<file path="config.mk">
export PLATFORM = sky130hd
export DESIGN_NAME = vram_console
export DESIGN_NICKNAME = d
export VERILOG_FILES = /design/src/rtl/vram_console_pkg.sv /design/src/rtl/vram_console_cursor_tracker.sv /design/src/rtl/vram_console.sv
export SDC_FILE = /design/constraint.sdc
export NUM_CORES = 1
export LEC_CHECK = 0
export ABC_AREA = 1
export CORE_ASPECT_RATIO = 1.5
export CORE_MARGIN = 1.5
export CORE_UTILIZATION = 57
export CTS_CLUSTER_SIZE = 20
export DETAILED_ROUTE_END_ITERATION = 7
export HOLD_SLACK_MARGIN = 0.1
export PLACE_DENSITY = 0.78
export SETUP_SLACK_MARGIN = 0.02
export SYNTH_ARGS = -nofsm -noshare
export SYNTH_HDL_FRONTEND = slang
export SYNTH_SLANG_ARGS = --single-unit
export TNS_END_PERCENT = 30
</file>
<file path="constraint.sdc">
create_clock -name clk -period 2.59 [get_ports clk]
set_input_delay 0.518 -clock clk [delete_from_list [all_inputs] [get_ports clk]]
set_output_delay 0.518 -clock clk [all_outputs]
set_load 0.005 [all_outputs]
</file>
<file path="src/rtl/vram_console_pkg.sv">
// Shared definitions for the text-console VRAM writer: op-codes, FSM encoding
// and the screen geometry defaults also used by the display path.
package vram_console_pkg;

    localparam int COLS_DEF = 40;
    localparam int ROWS_DEF = 30;
    localparam int AW_DEF   = 11;

    localparam logic [1:0] OP_PUTC    = 2'd0;
    localparam logic [1:0] OP_SETPOS  = 2'd1;
    localparam logic [1:0] OP_NEWLINE = 2'd2;
    localparam logic [1:0] OP_CLEAR   = 2'd3;

    typedef enum logic [1:0] {
        ST_IDLE   = 2'd0,
        ST_CLEAR  = 2'd1,
        ST_SETPOS = 2'd2
    } state_t;

endpackage

</file>
<file path="src/rtl/vram_console_cursor_tracker.sv">
// Hardware cursor: linear address kept in step with col/row counters.
// A loaded address is split into col/row by repeated subtraction over several cycles.
module cursor_tracker
    import vram_console_pkg::*;
#(
    parameter int COLS = COLS_DEF,
    parameter int ROWS = ROWS_DEF,
    parameter int AW   = AW_DEF
) (
    input  logic          clk,
    input  logic          reset,
    input  logic          advance,
    input  logic          newline,
    input  logic          load,
    input  logic          zero,
    input  logic [AW-1:0] load_addr,
    output logic [AW-1:0] addr,
    output logic          settling
);

    localparam int CW = $clog2(COLS);
    localparam int RW = $clog2(ROWS);

    logic [CW-1:0] col;
    logic [RW-1:0] row;
    logic [AW-1:0] rem;
    logic          last_col;
    logic          last_row;

    assign last_col = (col == CW'(COLS - 1));
    assign last_row = (row == RW'(ROWS - 1));

    always_ff @(posedge clk) begin
        if (reset || zero) begin
            addr     <= '0;
            col      <= '0;
            row      <= '0;
            rem      <= '0;
            settling <= 1'b0;
        end else if (load) begin
            addr     <= load_addr;
            col      <= '0;
            row      <= '0;
            rem      <= load_addr;
            settling <= 1'b1;
        end else if (settling) begin
            // One row peeled off per cycle; the remainder becomes the column.
            if (rem >= AW'(COLS)) begin
                rem <= rem - AW'(COLS);
                row <= row + 1'b1;
            end else begin
                col      <= CW'(rem);
                settling <= 1'b0;
            end
        end else if (newline) begin
            col <= '0;
            if (last_row) begin
                row  <= '0;
                addr <= '0;
            end else begin
                row  <= row + 1'b1;
                addr <= addr - AW'(col) + AW'(COLS);
            end
        end else if (advance) begin
            if (!last_col) begin
                col  <= col + 1'b1;
                addr <= addr + 1'b1;
            end else if (!last_row) begin
                col  <= '0;
                row  <= row + 1'b1;
                addr <= addr + 1'b1;
            end else begin
                col  <= '0;
                row  <= '0;
                addr <= '0;
            end
        end
    end

endmodule

</file>
<file path="src/rtl/vram_console.sv">
// Text-console write controller: turns PUTC/SETPOS/NEWLINE/CLEAR commands into
// VRAM writes, with a valid/ready handshake held off while clearing or settling.
module vram_console
    import vram_console_pkg::*;
#(
    parameter int COLS = COLS_DEF,
    parameter int ROWS = ROWS_DEF,
    parameter int AW   = AW_DEF
) (
    input  logic          clk,
    input  logic          reset,
    input  logic          cmd_valid,
    output logic          cmd_ready,
    input  logic [1:0]    cmd_op,
    input  logic [AW-1:0] cmd_data,
    output logic [AW-1:0] vram_waddr,
    output logic [7:0]    vram_wdata,
    output logic          vram_we,
    output logic [AW-1:0] cursor,
    output logic          busy
);

    localparam int            CELLS     = COLS * ROWS;
    localparam logic [AW:0]   CELL_LIM  = (AW + 1)'(CELLS);
    localparam logic [AW-1:0] LAST_CELL = AW'(CELLS - 1);

    state_t        state, state_next;
    logic          accept;
    logic          adv, nl, ld, zero;
    logic          settling;
    logic          we_next, busy_next;
    logic [AW-1:0] waddr_next;
    logic [7:0]    wdata_next;

    assign cmd_ready = (state == ST_IDLE) && !reset;
    assign accept    = cmd_valid && cmd_ready;

    cursor_tracker #(
        .COLS (COLS),
        .ROWS (ROWS),
        .AW   (AW)
    ) u_cursor (
        .clk       (clk),
        .reset     (reset),
        .advance   (adv),
        .newline   (nl),
        .load      (ld),
        .zero      (zero),
        .load_addr (cmd_data),
        .addr      (cursor),
        .settling  (settling)
    );

    always_comb begin
        state_next = state;
        adv        = 1'b0;
        nl         = 1'b0;
        ld         = 1'b0;
        zero       = 1'b0;
        we_next    = 1'b0;
        busy_next  = 1'b0;
        waddr_next = vram_waddr;
        wdata_next = vram_wdata;
        case (state)
            ST_IDLE: begin
                if (accept) begin
                    case (cmd_op)
                        OP_PUTC: begin
                            we_next    = 1'b1;
                            waddr_next = cursor;
                            wdata_next = cmd_data[7:0];
                            adv        = 1'b1;
                        end
                        OP_SETPOS: begin
                            if ({1'b0, cmd_data} < CELL_LIM) begin
                                ld         = 1'b1;
                                state_next = ST_SETPOS;
                            end
                        end
                        OP_NEWLINE: nl = 1'b1;
                        default: begin
                            state_next = ST_CLEAR;
                            we_next    = 1'b1;
                            busy_next  = 1'b1;
                            waddr_next = '0;
                            wdata_next = cmd_data[7:0];
                        end
                    endcase
                end
            end
            ST_CLEAR: begin
                // vram_waddr doubles as the clear counter.
                if (vram_waddr == LAST_CELL) begin
                    state_next = ST_IDLE;
                    zero       = 1'b1;
                end else begin
                    we_next    = 1'b1;
                    busy_next  = 1'b1;
                    waddr_next = vram_waddr + 1'b1;
                end
            end
            ST_SETPOS: begin
                if (!settling) state_next = ST_IDLE;
            end
            default: state_next = ST_IDLE;
        endcase
    end

    always_ff @(posedge clk) begin
        if (reset) begin
            state      <= ST_IDLE;
            vram_we    <= 1'b0;
            vram_waddr <= '0;
            vram_wdata <= '0;
            busy       <= 1'b0;
        end else begin
            state      <= state_next;
            vram_we    <= we_next;
            vram_waddr <= waddr_next;
            vram_wdata <= wdata_next;
            busy       <= busy_next;
        end
    end

endmodule

</file>
Yosys cells after proc, flatten, opt, wreduce, memory -nomap -nowiden
Index checks and enable logic that the tools add are counted.
Storage, ports and cells
  input bits: 16
  register bits after elaboration: 57
  word-level logic and storage cells: 113
  output and inout port bits: 33
Cells by class
  add/subtract/negate cells: 7
  magnitude comparators: 2
  muxes and demuxes: 53
  equality and inequality tests: 17
  bitwise logic cells: 1
  reductions and logical operators: 23
Operators by type and width (number)
  $mux W11: 12
  $pmux W11 S2: 2
  $mux W5: 6
  $mux W6: 5
  $add A11 B1 Y11 const B: 2
  $mux W1: 20
  $ne A2 B2 Y1 const B: 9
  $add A11 B6 Y11 const B: 1
  $eq A11 B11 Y1 const B: 1
  $ge A11 B6 Y1 const B: 1
  $lt A11 B11 Y1 const B: 1
  $sub A11 B6 Y11: 1
  $sub A11 B6 Y11 const B: 1
  $reduce_bool A3 Y1: 3
  $mux W2: 4
  $add A6 B1 Y6 const B: 1
  $eq A6 B6 Y1 const B: 1
  $pmux W2 S3: 1
  $reduce_and A2 Y1: 3
  $reduce_and A3 Y1: 2
  $reduce_bool A2 Y1: 3
  $reduce_or A2 Y1: 3
  $add A5 B1 Y5 const B: 1
  $eq A5 B5 Y1 const B: 1
  13 further kinds: 18

Longest topological paths before layout
  word-level depth: 9
  gate-level depth with buffers: 15

By module
A second synthesis with hierarchy kept.
Unflattened totals
  cell total of the unflattened synthesis: 643
  area total of the unflattened synthesis: 4156.5 um^2
By module, submodules not included
  cursor_tracker: cells each 421, times used 1, area each 2780.2 um^2, seq. area each 680.7 um^2
  vram_console: cells each 222, times used 1, area each 1376.3 um^2, seq. area each 460.4 um^2

Worst setup path after synthesis
No wires, ideal clock.
  path type: flip-flop to flip-flop
  start point: register u_cursor.addr[0]
  end point: register u_cursor.addr[7]
  slack: 393 ps
  data arrival time: 2078 ps
  setup time: 119 ps
  cell stages (with the launch flop): 15
  period minus slack after synthesis: 2197 ps
  data required time: 2471 ps
  cell sequence: dfxtp_1 -> inv_1 -> ha_1 -> inv_1 -> ha_1 -> inv_1 -> fa_1 -> o21ai_0 -> nand2_1 -> nand2_1 -> nand2_1 -> nand3_1 -> nand2_1 -> a21oi_1 -> nor2_1
On the way
  longest elaborated chain between the ends: 7
  elaborated cells on any way between the ends: 10
  those cells by class: add/sub (3); mux (7)
Ends and longest elaborated chain
  start: declaration: line vram_console_cursor_tracker.sv:17  | output logic [AW-1:0] addr,
  start signal: assignment: line vram_console_cursor_tracker.sv:41  | addr <= load_addr;
  start signal: assignment: line vram_console_cursor_tracker.sv:62  | addr <= addr - AW'(col) + AW'(COLS);
  start signal: assignment: line vram_console_cursor_tracker.sv:67  | addr <= addr + 1'b1;
  branches (longest 4 deep; another with $sub A11 B6 Y11)
  $mux W11 *: line vram_console_cursor_tracker.sv:55  | end else if (newline) begin
  $mux W11 *: line vram_console_cursor_tracker.sv:46  | end else if (settling) begin
  $mux W11 *: line vram_console_cursor_tracker.sv:40  | end else if (load) begin
Every way passes the cells marked *. The select of a mux whose other input is x is not followed.
A chain may end at the register's enable or synchronous reset.

Worst setup path in the final report
  start point: register u_cursor.col[1]
  end point: register u_cursor.addr[7]
On the way
  longest elaborated chain between the ends: 6
  elaborated cells on any way between the ends: 9
  those cells by class: add/sub (2); eq/ne (1); mux (6)
Ends and longest elaborated chain
  start: declaration: line vram_console_cursor_tracker.sv:24  | logic [CW-1:0] col;
  start signal: assignment: line vram_console_cursor_tracker.sv:52  | col <= CW'(rem);
  start signal: assignment: line vram_console_cursor_tracker.sv:66  | col <= col + 1'b1;
  $sub A11 B6 Y11 or $eq A6 B6 Y1 (tied branches): line vram_console_cursor_tracker.sv:62, vram_console_cursor_tracker.sv:30
  $add A11 B6 Y11 or $mux W11 (tied branches): line vram_console_cursor_tracker.sv:62, vram_console_cursor_tracker.sv:65
  $mux W11, on equally long branches: line vram_console_cursor_tracker.sv:57, vram_console_cursor_tracker.sv:64
  $mux W11 *: line vram_console_cursor_tracker.sv:55
  $mux W11 *: line vram_console_cursor_tracker.sv:46
  $mux W11 *: line vram_console_cursor_tracker.sv:40
Every way passes the cells marked *; elsewhere a longest branch is shown, timed or not. The select of a mux whose other input is x is not followed.

==> results.md <==
* Post-synth cell types at 32
* Clock tree buffer depth at 2
* DR iter-0 viols at 241
* Cells after DPL at 761
* Rows at 37
* Synthesis-to-layout area growth at 19.7%
* Worst setup path startpoint: u_cursor.col[1]$_SDFFE_PP0P_
* Starting Density at 0.588
* Crit path kind: register to register
* Max Fanout on Critical Path at 4
* Reg2reg path depth at 13
* Fin crit period at 2360 ps
* PwrDens at 466 mW/mm^2
* Post-CTS Setup Repair Bufs at 0
* Fillers at 639
* Largest net degree at the start of global routing at 18
* Worst setup path endpoint: u_cursor.addr[7]$_SDFFE_PP0P_
* Reg-to-Reg End: u_cursor.addr[7]$_SDFFE_PP0P_
* Initial antenna violation count at 0
* Diode count at 0
* Pre-antenna DRT Iters at 8
* Root Driver: clkbuf_8
* Global-route wire length before repair at 17,800 microns
* Post-Route WL at 10,800 microns
* IO Count at 49
* Post-route clock skew at 6.50 ps
* Gr usage total at 0.296
* H-tree depth at 3
* RePlAce Congestion at 0.937
* Sw frac at 0.303
* ANT nets after route at 0
* Core ar. at 0.00685 sq mm
* Sink Count at 57
* Synth Register Bits at 57
* Worst skew pair latency at 350 ps
* Final setup viols at 0
* RSZ-0062 raised after global routing: no
* VDD IR max at 0.447 mV
* Via count at 4,309
* Vias per inst at 5.55
* Width of the die at 71.6 microns
* Layout cells sized above 1 at 0.0759
* Post-Synthesis Cells at 631
* CP Capture Type: register
* Combinational share of power at 0.213
* Worst slew margin at 0.650
* Synthesized area per cell at 6.38 sq um
* Non-filler instance count after layout at 776
* Clock slew at reported path FFs at 60 ps
* TritonCTS clock tree: built
* Register area share after synthesis at 0.283
* Seq pwr share at 0.430
* Fin crit share at 0.911
* Status: finished, violations left
* Fin nets at 739
* Sw power at 681 uW
* Worst Tran Pin Value at 519 ps
* Post_cts resized at 0
* Die height at 106 microns
* Failing checks: DRC
* Critical Path RT at 2820 ps
* Setup TNS Final at 0 ps
* Die Area at 0.00759 sq mm
* FMAX at 424 MHz
* Syn Nets at 676
* Crit path DAT at 2590 ps
* FF-to-FF setup slack at 230 ps
* CP startpoint kind: register
* I/O Buffers at 48
* Leak at 0.00221 uW
* Clock share of power at 0.357
* Vias in the first global route at 3,987
* Num CTS Buffers at 9
* Class of the worst hold path: register to register
* Hold_buf cts at 0
* Hold Fails Final Rpt at 0
* Finished Core Util at 0.704
* DP Wirelength at 8500 microns
* Hold path start: u_cursor.rem[2]$_SDFFE_PP0P_
* Max-cap viol count at 0
* Drt drc at 1
* Cell-internal power at 1570 uW
* Wirelength per Cell at 14.0 microns
* Total gr overflow at 0
* Mapped Area at 0.00403 sq mm
* Max Slew Vio Count at 0
* Syn. warnings at 0
* R2R Path Start: u_cursor.col[1]$_SDFFE_PP0P_
[sequential cells by signal, indices dropped and copies added, names as in the netlist]
name	cells
vram_wdata	8
u_cursor.rem	11
vram_waddr	11
state	2
u_cursor.col	6
u_cursor.settling	1
busy	1
vram_we	1
u_cursor.row	5
u_cursor.addr	11
[power by group through the flow]
stage               logic (uW)  clock network [uW]  registers [uW]
finish                     478                 802             968
detailed placement         475                   0             986
global placement           467                   0             984
CTS                        478                 805             967
global route               539                 842             973
floorplan                  291                   0             983
[synth_stat cells]
master / instances / share of area
nand2_1: 157 / 0.15
inv_1: 81 / 0.075
nor2_1: 80 / 0.075
dfxtp_1: 57 / 0.28
o21ai_0: 57 / 0.071
nand3_1: 45 / 0.056
a21oi_1: 35 / 0.043
ha_1: 28 / 0.087
xor2_1: 14 / 0.030
nand4_1: 9 / 0.014
nor3_1: 9 / 0.011
nor2_2: 8 / 0.012
o22ai_1: 7 / 0.011
inv_2: 5 / 0.0047
nand2_2: 5 / 0.0078
a211oi_1: 3 / 0.0056
buf_4: 3 / 0.0056
clkbuf_1: 3 / 0.0028
nand3b_1: 3 / 0.0056
nor2_4: 3 / 0.0084
xnor2_1: 3 / 0.0065
a31oi_1: 2 / 0.0031
buf_2: 2 / 0.0025
buf_6: 2 / 0.0056
inv_4: 2 / 0.0031
nand3_4: 2 / 0.0087
a21o_1: 1 / 0.0019
clkinv_1: 1 / 0.00093
fa_1: 1 / 0.0050
nor3_2: 1 / 0.0025
o21a_1: 1 / 0.0019
o41ai_1: 1 / 0.0022
[worst max-delay path, stage by stage (launching register included)]
cell	delay, ps
dfxtp_1	390
inv_1	60
ha_1	270
ha_1	190
inv_1	60
fa_1	400
o21ai_0	350
nand2_1	120
nand2_1	80
nand2_1	50
nand3_1	60
nand2_1	50
a21oi_1	120
nor2_1	50
[worst min path at each step]
stage	to	slack [ps]	cells past startpoint
3_5_place_dp	u_cursor.rem[2]$_SDFFE_PP0P_	460	2
4_1_cts	u_cursor.rem[2]$_SDFFE_PP0P_	470	2
6_report	u_cursor.rem[2]$_SDFFE_PP0P_	480	2
5_1_grt	u_cursor.rem[2]$_SDFFE_PP0P_	510	2
2_1_floorplan	u_cursor.rem[2]$_SDFFE_PP0P_	440	2
3_3_place_gp	u_cursor.rem[2]$_SDFFE_PP0P_	460	2
[through the flow]
stage / hold WS, ps / power [uW] / setup slack, ps / cell area [sq um]
final: 476 / 2250 / 230 / 4820
after global routing: 510 / 2350 / 53.8 / 4820
after CTS: 471 / 2250 / 252 / 4820
after detailed placement: 462 / 1460 / 128 / 4640
after global placement: 461 / 1450 / 203 / 4640
after floorplan: 439 / 1270 / 393 / 4030
[cell families after synthesis]
logic type / share of synthesized area
AO/OA/AOI/OAI: 0.140
flip-flops: 0.283
adder cells (fa/ha/maj): 0.0920
buffers and inverters: 0.101
AND/OR/NAND/NOR: 0.347
XOR/XNOR: 0.0370
[cells in the final DEF (no fill, tap or decap), types with 3 or more instances in the layout]
cell type        synthesis  final
nand2_1                157    157
inv_1                   81     81
nor2_1                  80     80
o21ai_0                 57     57
dfxtp_1                 57     57
clkdlybuf4s50_1          0     48
nand3_1                 45     45
a21oi_1                 35     35
ha_1                    28     28
xor2_1                  14     14
buf_4                    3     14
nand4_1                  9      9
nor3_1                   9      9
clkbuf_8                 0      9
nor2_2                   8      8
o22ai_1                  7      7
nand2_2                  5      5
inv_2                    5      5
nor2_4                   3      3
xnor2_1                  3      3
nand3b_1                 3      3
a211oi_1                 3      3
clkinv_2                 0      3
[layer usage]
layer	track usage	share of wire	routed length [microns]	up-vias
li1	-	-	-	2167
met3	0.0408	0.043	471	34
met1	0.331	0.40	4340	1963
met2	0.532	0.52	5620	145
met5	0	0	0	-
met4	0.155	0.037	398	0
[area by class of cell]
class	instances	area (sq um)	share of cell area
Sequential cell	57	1140	0.237
Inverter	89	339	0.0703
Clock buffer	11	131	0.0273
Multi-Input combinational cell	475	2480	0.515
Timing Repair Buffer	62	586	0.121
Clock inverter	4	45.0	0.00934
Tap cell	78	97.6	0.0202
Note: power is estimated with default switching activity, not from simulation.
